--- src/rtl/cmp_arbiter.sv ---
// Shared compare unit: round-robin arbitration between two requesters feeding one
// SLTU/SLT/SEQ datapath. One transaction in flight, tagged response held until accepted.
module cmp_arbiter #(
    parameter int WIDTH = 16
) (
    input  logic             clk,
    input  logic             rst_n,
    input  logic             req0_valid,
    output logic             req0_ready,
    input  logic [1:0]       req0_op,
    input  logic [WIDTH-1:0] req0_a,
    input  logic [WIDTH-1:0] req0_b,
    input  logic             req1_valid,
    output logic             req1_ready,
    input  logic [1:0]       req1_op,
    input  logic [WIDTH-1:0] req1_a,
    input  logic [WIDTH-1:0] req1_b,
    output logic             rsp_valid,
    input  logic             rsp_ready,
    output logic             rsp_id,
    output logic [WIDTH-1:0] rsp_rez,
    output logic             rsp_err,
    output logic             busy,
    output logic [1:0]       state_dbg
);

    // Handshakes: a transfer happens on a rising edge where valid && ready are both high.
    // Ready on either request port is only offered in IDLE; rsp_valid holds until rsp_ready.

    typedef enum logic [1:0] {
        IDLE = 2'd0,
        EXEC = 2'd1,
        RESP = 2'd2
    } state_t;

    state_t             state, state_nxt;
    logic               last_grant;
    logic               grant;
    logic               any_valid;
    logic               accept;
    logic [1:0]         op_q;
    logic [WIDTH-1:0]   a_q, b_q;
    logic               id_q;
    logic               res_bit;
    logic               res_err;

    // Round-robin: a lone requester always wins; on a tie the port not served last wins.
    always_comb begin
        grant = 1'b0;
        if (req0_valid && req1_valid) begin
            grant = ~last_grant;
        end else if (req1_valid) begin
            grant = 1'b1;
        end
    end

    assign any_valid  = req0_valid | req1_valid;
    assign accept     = (state == IDLE) && any_valid;
    assign req0_ready = accept && !grant;
    assign req1_ready = accept && grant;

    always_comb begin
        res_bit = 1'b0;
        res_err = 1'b0;
        case (op_q)
            2'b00:   res_bit = (a_q < b_q);
            2'b01:   res_bit = ($signed(a_q) < $signed(b_q));
            2'b10:   res_bit = (a_q == b_q);
            default: res_err = 1'b1;
        endcase
    end

    always_comb begin
        state_nxt = state;
        case (state)
            IDLE:    if (accept) state_nxt = EXEC;
            EXEC:    state_nxt = RESP;
            RESP:    if (rsp_ready) state_nxt = IDLE;
            default: state_nxt = IDLE;
        endcase
    end

    always_ff @(posedge clk or negedge rst_n) begin
        if (!rst_n) begin
            state <= IDLE;
        end else begin
            state <= state_nxt;
        end
    end

    always_ff @(posedge clk or negedge rst_n) begin
        if (!rst_n) begin
            last_grant <= 1'b1;
            op_q       <= 2'b00;
            a_q        <= '0;
            b_q        <= '0;
            id_q       <= 1'b0;
            rsp_rez    <= '0;
            rsp_err    <= 1'b0;
            rsp_id     <= 1'b0;
        end else begin
            if (accept) begin
                op_q       <= grant ? req1_op : req0_op;
                a_q        <= grant ? req1_a  : req0_a;
                b_q        <= grant ? req1_b  : req0_b;
                id_q       <= grant;
                last_grant <= grant;
            end
            if (state == EXEC) begin
                rsp_rez <= {{(WIDTH-1){1'b0}}, res_bit};
                rsp_err <= res_err;
                rsp_id  <= id_q;
            end
        end
    end

    assign rsp_valid = (state == RESP);
    assign busy      = (state != IDLE);
    assign state_dbg = state;

endmodule

--- config.mk ---
export PLATFORM = sky130hd
export DESIGN_NAME = cmp_arbiter
export DESIGN_NICKNAME = d
export VERILOG_FILES = /design/src/rtl/cmp_arbiter.sv
export SDC_FILE = /design/constraint.sdc
export NUM_CORES = 1
export LEC_CHECK = 0
export ABC_AREA = 1
export CORE_MARGIN = 2
export CORE_UTILIZATION = 30
export CTS_CLUSTER_SIZE = 16
export DETAILED_ROUTE_END_ITERATION = 10
export SKIP_CTS_REPAIR_TIMING = 1
export SLEW_MARGIN = 20
export SYNTH_ARGS = -nofsm -noshare
export SYNTH_HDL_FRONTEND = slang
export SYNTH_SLANG_ARGS = --single-unit
export TNS_END_PERCENT = 1
--- constraint.sdc ---
create_clock -name clk -period 1.8 [get_ports clk]
set_input_delay 0.36 -clock clk [delete_from_list [all_inputs] [get_ports clk]]
set_output_delay 0.36 -clock clk [all_outputs]
set_load 0.1 [all_outputs]
* Yosys cells after proc, flatten, opt, wreduce, memory -nomap -nowiden
Cells that the tools add are included.
Cells by class: magnitude comparators 2, equality and inequality tests 7, mux-type cells 10, bitwise logic cells 2, reduce and logical (&&, ||, !) cells 10
Operators by type and width (number):
- $lt 16x16->1 | 2
- $mux 16 | 2
- $eq 16x16->1 | 1
- $mux 2 | 3
- $pmux 2 s3 | 1
- $eq 2x1->1 const B | 2
- $eq 2x2->1 const B | 2
- $logic_and 1x1->1 | 4
- $logic_not 2->1 | 2
- $mux 1 | 3
- $pmux 1 s3 | 1
- $reduce_or 3->1 | 1
- $ne 2x1->1 const B | 1
- $ne 2x2->1 const B | 1
- $reduce_and 2->1 | 1
- $reduce_bool 2->1 | 1
- $logic_not 1->1 | 1
- $not 1->1 | 1
- $or 1x1->1 | 1
Word-level totals: register bits after elaboration 41, input bits 73, output and inout port bits 24

* Longest topological paths before layout
Gate-level depths: netlist of the first run.
word-level depth 4, gate-level depth with buffers 16, mapped depth without buffers 16

* Least setup slack after synthesis of the first run
No wires, ideal clock.
path type register to output, from register state[1], in the netlist state_dbg[1], to output rsp_valid, arrival time 2.393 ns, required time 1.440 ns, path slack -0.953 ns, stages on the path, launching flop included 3, path buffers 0, cell sequence dfrtp_1 inv_1 nor2_1
Between the ends: longest elaborated chain between the ends 1
Ends and longest elaborated chain:
- from (decl) | RTL line 36 | state_t state, state_nxt;
- from (signal assigned) | RTL line 87 | state <= state_nxt;
- $eq 2x2->1 | RTL line 117 | assign rsp_valid = (state == RESP);
- to (decl) | RTL line 18 | output logic rsp_valid,
Every way passes these cells.

* Worst setup path in the final report of the first run
from register state[1], in the netlist state_dbg[1], to output req1_ready
Between the ends: longest elaborated chain between the ends 3
Ends and longest elaborated chain:
- $logic_not 2->1 | RTL line 58 | assign accept = (state == IDLE) && any_valid;
- $logic_and 1x1->1 | RTL line 58
- $logic_and 1x1->1 | RTL line 60 | assign req1_ready = accept && grant;
- to (decl) | RTL line 14 | output logic req1_ready,
Every way passes these cells.

==> results of run 1 <==
## cells in the final DEF, fill, tap and decap left out, drive strengths merged
cell type,netlist,final
nand3,21,21
nand4,1,1
nand2,117,117
o21ai,4,4
buf,24,18
a21o,1,1
conb,1,15
clkinv,0,2
inv,30,29
dfrtp,40,40
clkbuf,0,6
ha,16,16
a21oi,7,7
o31ai,1,1
o211ai,18,18
nor2,10,10
clkinvlp,0,1
dfstp,1,1
clkdlybuf4s50,0,71
nor3,2,2
## Yosys cell counts
library cell and n:
dfstp_2 1, buf_4 18, nor3_2 1, buf_2 3, a21oi_1 6, o21ai_4 1, o21ai_1 1, inv_2 1
nand3_1 21, nand4_1 1, inv_1 29, dfrtp_1 40, o21ai_0 2, nand2_1 117, nor3_1 1, o211ai_2 13
nor2_4 2, o31ai_1 1, a21oi_4 1, conb_1 1, o211ai_1 5, buf_6 3, ha_1 16, nor2_1 8
a21o_1 1
## routing by layer
metal | up-vias | global-route usage | share of wire
li1 | 1082 | - | -
met1 | 905 | 0.185 | 0.46
met2 | 57 | 0.236 | 0.48
met3 | 6 | 0.0353 | 0.056
met4 | 0 | 0.0290 | 0.0080
met5 | - | 0 | 0
## per-stage QoR
step           area, um2  power [mW]
2_1_floorplan       2520        4.28
3_3_place_gp        3420        5.24
3_5_place_dp        3420        5.32
4_1_cts             3500        5.93
5_1_grt             3500        6.42
6_report            3500        5.84
## state kept, by name, indices dropped and copies added (netlist names)
| signal | count |
|---|---|
| op_q | 2 |
| rsp_rez | 1 |
| rsp_id | 1 |
| b_q | 16 |
| a_q | 16 |
| state_dbg | 2 |
| rsp_err | 1 |
| id_q | 1 |
| last_grant | 1 |
## cells by family after synthesis
group,after synthesis,synth area share
AO/OA/AOI/OAI,31,0.120
other,1,0.00154
buffers and inverters,54,0.122
AND/OR/NAND/NOR,151,0.253
flip-flops,41,0.421
adder cells (fa/ha/maj),16,0.0821
## worst paths after layout
path	from	to	slack [ns]	cells after the start
max	state_dbg[1]	req1_ready	-0.09	4
min	rst_n	state_dbg[1]	0.02	1
max reg2reg	a_q[11]	rsp_rez[0]	0.19	10
min reg2reg	last_grant	last_grant	0.48	2
max in group asynchronous	rst_n	last_grant	1.19	2
min in group clk	last_grant	last_grant	0.48	2
## area by class of cell
type,instances,area (um2)
clock buffer,6,72.6
clock inverter,2,10.0
fill,768,4300
inverter,30,116
multi-input combinational,213,1170
sequential,41,1030
tap,102,128
timing repair buffer,89,968
## report_power, final
group          total (mW)  switching, mW  internal, mW
registers            1.65          0.251          1.40
logic                3.61           2.25          1.36
clock network       0.581          0.312         0.269
total                5.84           2.81          3.03
==> flow_summary.toml, run 1 <==
[floorplan]
fp.dieW_um = 94.2
die_y_um = 94.2
die-area_mm2 = 0.00887
start_util = 0.312
ioPinCount = 97
row_count = 32
coreArea_mm2 = 0.00781

[sta]
setup-tns-final_ns = -0.165
period_share = 1.05
timing.hold.ws_ns = 0.0248
setup_viol = 2
drv_slew = 0
finalHoldViolations = 0
max_freq_ghz = 0.530
maxSlewHeadroom = 0.648
worst_pin_slew_ns = 0.527
layout_setup_ws_ns = -0.0872
period_needed_ns = 1.89
skew_ns = 0.00967
rsz0062_at_grt = "yes"

[finish]
utilization = 0.449
num_antenna_cells = 0
drive_gt1_frac = 0.131
nets = 469
syn_to_final_growth_pct = 43.7
fin_cells = 483

[setup_path]
critPathTopFamily = "flip-flops"
cp_max_fo = 4
crit_type = "flop to output pin"
crit_path_end_kind = "output pin"
cp.required_ns = 1.44
slowest_stage = "dfrtp_4"
crit_arrival_ns = 1.53
startpoint_type = "flop"
cp_common_cell = "nor2_4"
path_cells = "nor2_4, clkinvlp_4, nor2_4, buf_12"
slowest_delay_ns = 0.52
crit_buf_inv = 2

[synthesis]
synth_top_area_share = 0.410
syn-instance-count = 294
synthesis.area_mm2 = 0.00244
synth_area_leaders = "dfrtp_1 (41%), nand2_1 (18%), ha_1 (8.2%)"
yosysWarningCount = 0
ys_ff_latch = 41
avgSynthCellArea_um2 = 8.29
synth_cell_type_count = 25
synth_top_area_cell = "dfrtp_1"
ys_seq_area_frac = 0.421

[placement]
dpl.cell_count = 475
place.detailed.hpwl_um = 4720
pre_cts_ws_ns = -0.0890
gp_congestion = 0.759
port_buffers = 81

[status]
status = "complete, but fails checks"
violations = "setup timing"

[global_route]
grt.total_usage = 0.141
grt_pass1_wl_um = 9820
antenna_found_initial = 0
grt_max_degree = 22
grt_remaining_overflow = 0
grt_pass1_vias = 2027

[route]
totalWireLength_um = 5740
vias = 2050
dr.pass1.iters = 4
drc = 0
wl_per_cell_um = 11.9
drt_iter0_drc = 47
drtAntennaViolNets = 0
vias_per_cell = 4.24

[clocking]
clkSinkCount = 41
cts_tree = "done"
htree_num_levels = 2
cts_buffer_depth = 2
clk_pin_slew_ns = 0.08
clk_latency_ns = 0.29
root_buffer = "clkbuf_8"
numCtsBuffers = 5

[flow_run]
drv_cap = 0

[power]
leakage_nw = 1.65
peakVddDrop_mv = 0.476
p_per_area_mw_per_mm2 = 1670

[worst_hold_path]
hp-class = "input port to asynchronous set/reset pin"
No activity file was read; power rests on OpenSTA's default activity.
==> run 2, diff against run 1 <==
--- a/config.mk
+++ b/config.mk
@@ -6,7 +6,7 @@
 export NUM_CORES = 1
 export LEC_CHECK = 0
 export ABC_AREA = 1
-export CORE_MARGIN = 2
+export CORE_MARGIN = 1.5
 export CORE_UTILIZATION = 30
 export CTS_CLUSTER_SIZE = 16
 export DETAILED_ROUTE_END_ITERATION = 10
==> run 2 against run 1 <==
Effect of this change: the flow still finishes with violations (setup timing); maximum frequency is 2.6% higher; first-iteration DRC count is 87% higher; final cell count is 0.83% higher; clock power is 1% higher; die area is 2.1% lower; setup slack better by 0.047 ns; sequential share of layout area is 0.15 points lower; critical path depth stayed put; hold slack better by 0.0084 ns; critical endpoint unchanged.
==> flow_summary.toml, run 2 (synthesis gave the netlist of run 1 again) <==
[power]
p_per_area_mw_per_mm2 = 1670
peakVddDrop_mv = 0.474
leakage_nw = 1.67

[sta]
period_share = 1.02
skew_ns = 0.00994
setup_viol = 2
worst_pin_slew_ns = 0.533
rsz0062_at_grt = "yes"
period_needed_ns = 1.84
finalHoldViolations = 0
drv_slew = 0
layout_setup_ws_ns = -0.0402
max_freq_ghz = 0.543
maxSlewHeadroom = 0.644

[setup_path]
r2r-end = "b_q[10]"
slowest_delay_ns = 0.49
path_cells = "nor2_4, clkinvlp_4, nor2_4, buf_12"
crit_type = "flop to output pin"
worstRegToRegCells = 7
startpoint_type = "flop"
crit_arrival_ns = 1.48
cp_max_fo = 3
slowest_stage = "dfrtp_4"
crit_path_end_kind = "output pin"
rr_startpoint = "state_dbg[0]"
cp_common_cell = "nor2_4"
crit_buf_inv = 2
critPathTopFamily = "flip-flops"
cp.required_ns = 1.44
r2r_slack_ns = 0.21

[placement]
place.detailed.hpwl_um = 4540
pre_cts_ws_ns = -0.0592
port_buffers = 81
gp_congestion = 0.708

[global_route]
grt_pass1_vias = 1994
grt.total_usage = 0.138
antenna_found_initial = 0
grt_remaining_overflow = 0
grt_max_degree = 25
grt_pass1_wl_um = 9430

[floorplan]
fp.dieW_um = 93.2
coreArea_mm2 = 0.00781
die-area_mm2 = 0.00868
start_util = 0.312
ioPinCount = 97
die_y_um = 93.2
row_count = 32

[clocking]
clk_pin_slew_ns = 0.08
htree_num_levels = 2
numCtsBuffers = 5
cts_tree = "done"
clkSinkCount = 41
clk_latency_ns = 0.29
cts_buffer_depth = 2
root_buffer = "clkbuf_8"

[finish]
reg.largest.list = "a_q x16, b_q x16"
multi_input_area_mm2 = 0.00117
utilization = 0.451
fill_cells = 794
syn_to_final_growth_pct = 44.4
seqCellArea_mm2 = 0.00103
layout_commonest_cell = "nand2_1"
drive_gt1_frac = 0.140
nets = 473
num_antenna_cells = 0
final_cell_mix = "nand2_1 (117), clkdlybuf4s50_1 (71), dfrtp_1 (38)"

[route]
vias_per_cell = 4.30
drc = 0
drt_iter0_drc = 88
totalWireLength_um = 5640
drtAntennaViolNets = 0
vias = 2092
wl_per_cell_um = 11.6
dr.pass1.iters = 4

[status]
status = "complete, but fails checks"
violations = "setup timing"

[flow_run]
drv_cap = 0

[worst_hold_path]
hp-class = "input port to asynchronous set/reset pin"
## run 2: cell types whose count changed in the layout (fill, tap and decap cells not counted)
| cell | before | now |
|---|---|---|
| buf_4 | 7 | 12 |
| a21oi_1 | 5 | 6 |
| a21oi_2 | 1 | 0 |
| buf_12 | 10 | 9 |
| clkbuf_1 | 1 | 0 |
| clkinvlp_4 | 1 | 2 |
## run 2: cell type report
| type | count | share of cell area |
|---|---|---|
| clock inverter | 3 | 0.00498 |
| sequential | 41 | 0.294 |
| multi-input combinational | 213 | 0.332 |
| tap | 102 | 0.0362 |
| timing repair buffer | 93 | 0.280 |
| inverter | 30 | 0.0330 |
| clock buffer | 5 | 0.0195 |
## run 2: worst max-delay path by stage
| stage | from | endpoint | slack [ns] | depth (start not counted) |
|---|---|---|---|---|
| 6_report | state_dbg[0] | req1_ready | -0.04 | 4 |
| 5_1_grt | state_dbg[1] | req1_ready | -0.11 | 4 |
| 4_1_cts | state_dbg[1] | req1_ready | -0.14 | 4 |
| 3_5_place_dp | req1_valid | req1_ready | -0.06 | 4 |
| 3_3_place_gp | req1_valid | req1_ready | -0.07 | 4 |
| 2_1_floorplan | state_dbg[1] | req1_ready | -0.43 | 4 |
## run 2: per-layer routing
metal | vias up | track usage | wire length, um
li1 | 1086 | - | -
met1 | 941 | 0.178 | 2540
met2 | 60 | 0.235 | 2750
met3 | 5 | 0.0358 | 302
met4 | 0 | 0.0265 | 42
met5 | - | 0 | 0
## run 2: through the flow
step | setup TNS (ns) | instance area, um2 | cells | hold slack [ns] | total power [mW]
6_report | -0.0698 | 3520 | 487 | 0.0332 | 5.88
5_1_grt | -0.219 | 3520 | 487 | 0.0833 | 6.44
4_1_cts | -0.215 | 3490 | 483 | 0.0534 | 5.94
3_5_place_dp | -0.342 | 3400 | 475 | 0.379 | 5.31
3_3_place_gp | -0.295 | 3400 | 475 | 0.374 | 5.23
2_1_floorplan | -8.41 | 2520 | 308 | 0.0644 | 4.28
## run 2: power breakdown
| part | switching, mW | internal (mW) | total [mW] | leakage (nW) |
|---|---|---|---|---|
| clock | 0.319 | 0.268 | 0.587 | 0.0439 |
| sequential | 0.237 | 1.40 | 1.64 | 0.498 |
| combinational | 2.25 | 1.40 | 3.66 | 1.12 |
| total | 2.81 | 3.07 | 5.88 | 1.67 |
==> run 3, diff against run 2 <==
--- a/config.mk
+++ b/config.mk
@@ -5,11 +5,11 @@
 export SDC_FILE = /design/constraint.sdc
 export NUM_CORES = 1
 export LEC_CHECK = 0
-export ABC_AREA = 1
 export CORE_MARGIN = 1.5
 export CORE_UTILIZATION = 30
 export CTS_CLUSTER_SIZE = 16
 export DETAILED_ROUTE_END_ITERATION = 10
+export RECOVER_POWER = 25
 export SKIP_CTS_REPAIR_TIMING = 1
 export SLEW_MARGIN = 20
 export SYNTH_ARGS = -nofsm -noshare
==> run 3 against run 2 <==
Effect of this change: the flow still finishes with violations (setup timing); core utilization rose by 2.5 points; global-route usage rose by 0.69 points; sequential cell count did not move; setup slack gained 0.015 ns; wire length is 0.14% higher; register-to-register slack got worse by 0.13 ns; sequential power grew 4%; first-iteration DRC count increased by 98%; count of clock-buffer cells in the layout up 2; synthesized cell count shrank 27%.
==> flow_summary.toml, run 3 <==
[global_route]
grt_pass1_wl_um = 9010
grt_pass1_vias = 1914
grt_max_degree = 38
grt_remaining_overflow = 0
antenna_found_initial = 0
grt.total_usage = 0.145

[sta]
layout_setup_ws_ns = -0.0255
rsz0062_at_grt = "yes"
finalHoldViolations = 0
setup_viol = 1
drv_slew = 0
skew_ns = 0.00606
period_needed_ns = 1.83
worst_pin_slew_ns = 1.11
timing.hold.ws_ns = 0.259
maxSlewHeadroom = 0.262
period_share = 1.01
max_freq_ghz = 0.548

[finish]
fill_cells = 695
drive_gt1_frac = 0.139
reg.largest.list = "a_q x16, b_q x16"
final_cell_mix = "clkdlybuf4s50_1 (71), inv_1 (55), dfrtp_1 (38)"
syn_to_final_growth_pct = 53.4
seqCellArea_mm2 = 0.00103
nets = 398
num_antenna_cells = 0
multi_input_area_um2 = 900
layout_commonest_cell = "clkdlybuf4s50_1"

[synthesis]
syn-instance-count = 216
yosysMostFrequentCell = "inv_1"
synth_ff_type = "dfrtp_1"
synth_area_leaders = "dfrtp_1 (44%), a222oi_1 (15%), inv_1 (9.2%)"
synth_top_area_share = 0.445
ys_async_sr_fraction = 1.00
ys_seq_area_frac = 0.457
ys_ff_latch = 41
avgSynthCellArea_um2 = 10.4
synth_top_area_cell = "dfrtp_1"
netlist_top_cells_count = "inv_1 (55), dfrtp_1 (40), a222oi_1 (34)"
yosysWarningCount = 0
synthesis.area_mm2 = 0.00225
synth_cell_type_count = 35
synth-edff-count = 0

[setup_path]
crit_buf_inv = 2
crit_type = "flop to output pin"
slowest_stage = "dfstp_2"
r2r_slack_ns = 0.08
rr_startpoint = "a_q[15]"
crit_path_end_kind = "output pin"
startpoint_type = "flop"
cp.required_ns = 1.44
slowest_delay_ns = 0.55
r2r-end = "rsp_rez[0]"
cp_common_cell = "buf_12"
worstRegToRegCells = 5
crit_arrival_ns = 1.47
path_cells = "nand2b_1, and3_4, buf_12, buf_12"
cp_max_fo = 6
critPathTopFamily = "flip-flops"

[clocking]
htree_num_levels = 2
root_buffer = "clkbuf_8"
cts_tree = "done"
clk_pin_slew_ns = 0.08
clkSinkCount = 41
numCtsBuffers = 5
cts_buffer_depth = 2
clk_latency_ns = 0.29

[placement]
port_buffers = 81
place.detailed.hpwl_um = 4190
gp_congestion = 0.727

[worst_hold_path]
hp-class = "input port to asynchronous set/reset pin"

[route]
dr.pass1.iters = 6
drt_iter0_drc = 174
drtAntennaViolNets = 0
wl_per_cell_um = 13.8
vias_per_cell = 4.84
totalWireLength_um = 5650
vias = 1979
drc = 0

[power]
leakage_nw = 1.71
finalPower_mw = 5.89
peakVddDrop_mv = 0.620
p_per_area_mw_per_mm2 = 1710

[floorplan]
start_util = 0.310
coreArea_mm2 = 0.00725
die-area_mm2 = 0.00803
die_y_um = 89.6
ioPinCount = 97
fp.dieW_um = 89.6
row_count = 31

[status]
violations = "setup timing"
status = "complete, but fails checks"

[flow_run]
drv_cap = 0
run 3: cell count changes after synthesis, moves of 3 or more:
cell,change
nand2_1,-112
inv_1,+26
nor2_1,-7
buf_2,+4
a21o_1,+3
buf_4,-3
nand3_1,-20
o211ai_1,-5
nand2b_1,+3
o211ai_2,-13
a222oi_1,+34
run 3: cell type report:
type,count,area share
flip-flops and latches,41,0.298
well taps,99,0.0359
repair buffers,98,0.311
clock inverters,1,0.00870
clock buffers,7,0.0250
multi-input cells,108,0.261
inverters,55,0.0598
run 3: per-layer routing:
| layer | vias up | wire length, um | GRT usage | part of all wire |
|---|---|---|---|---|
| li1 | 938 | - | - | - |
| met1 | 949 | 2520 | 0.186 | 0.45 |
| met2 | 88 | 2680 | 0.247 | 0.47 |
| met3 | 4 | 427 | 0.0338 | 0.076 |
| met4 | 0 | 27 | 0.0378 | 0.0048 |
| met5 | - | 0 | 0 | 0 |
run 3: worst max-delay path by stage:
stage | startpoint | end | slack, ns | depth (start not counted)
floorplan | state_dbg[1] | b_q[10] | -0.01 | 6
global placement | req1_valid | op_q[1] | -0.09 | 6
detailed placement | req1_valid | b_q[4] | -0.1 | 6
CTS | state_dbg[1] | req1_ready | -0.16 | 4
global route | last_grant | req0_ready | -0.07 | 4
finish | last_grant | req0_ready | -0.03 | 4
run 3: stage by stage:
stage	setup TNS [ns]	util	area [um2]	worst slack (ns)	instances
finish	-0.0255	0.476	3450	-0.0255	409
global route	-0.159	0.476	3450	-0.0749	409
CTS	-0.278	0.465	3370	-0.156	401
detailed placement	-2.04	0.449	3250	-0.0991	393
global placement	-1.12	0.449	3250	-0.0851	393
floorplan	-0.136	-	2310	-0.0137	230
run 3: worst reg2reg max path: stages, from the launching register on:
cell	delay, ns
dfrtp_1	0.39
ha_1	0.35
nand4_1	0.21
or2_2	0.33
o221ai_1	0.22
o31ai_1	0.11
run 3: where the power goes:
group | total (mW) | leakage (nW) | switching [mW] | internal [mW]
Clock | 0.755 | 0.0585 | 0.303 | 0.452
Combinational | 3.44 | 1.15 | 1.93 | 1.51
Sequential | 1.70 | 0.504 | 0.317 | 1.38
run 3: cell families after synthesis:
kind of cell,Yosys count,synth area share
muxes,2,0.00945
adders and majority gates,16,0.0890
other,1,0.00167
and+or+nand+nor,23,0.0601
DFF,41,0.457
buffers and inverters,81,0.177
AOI/OAI and AO/OA,52,0.206
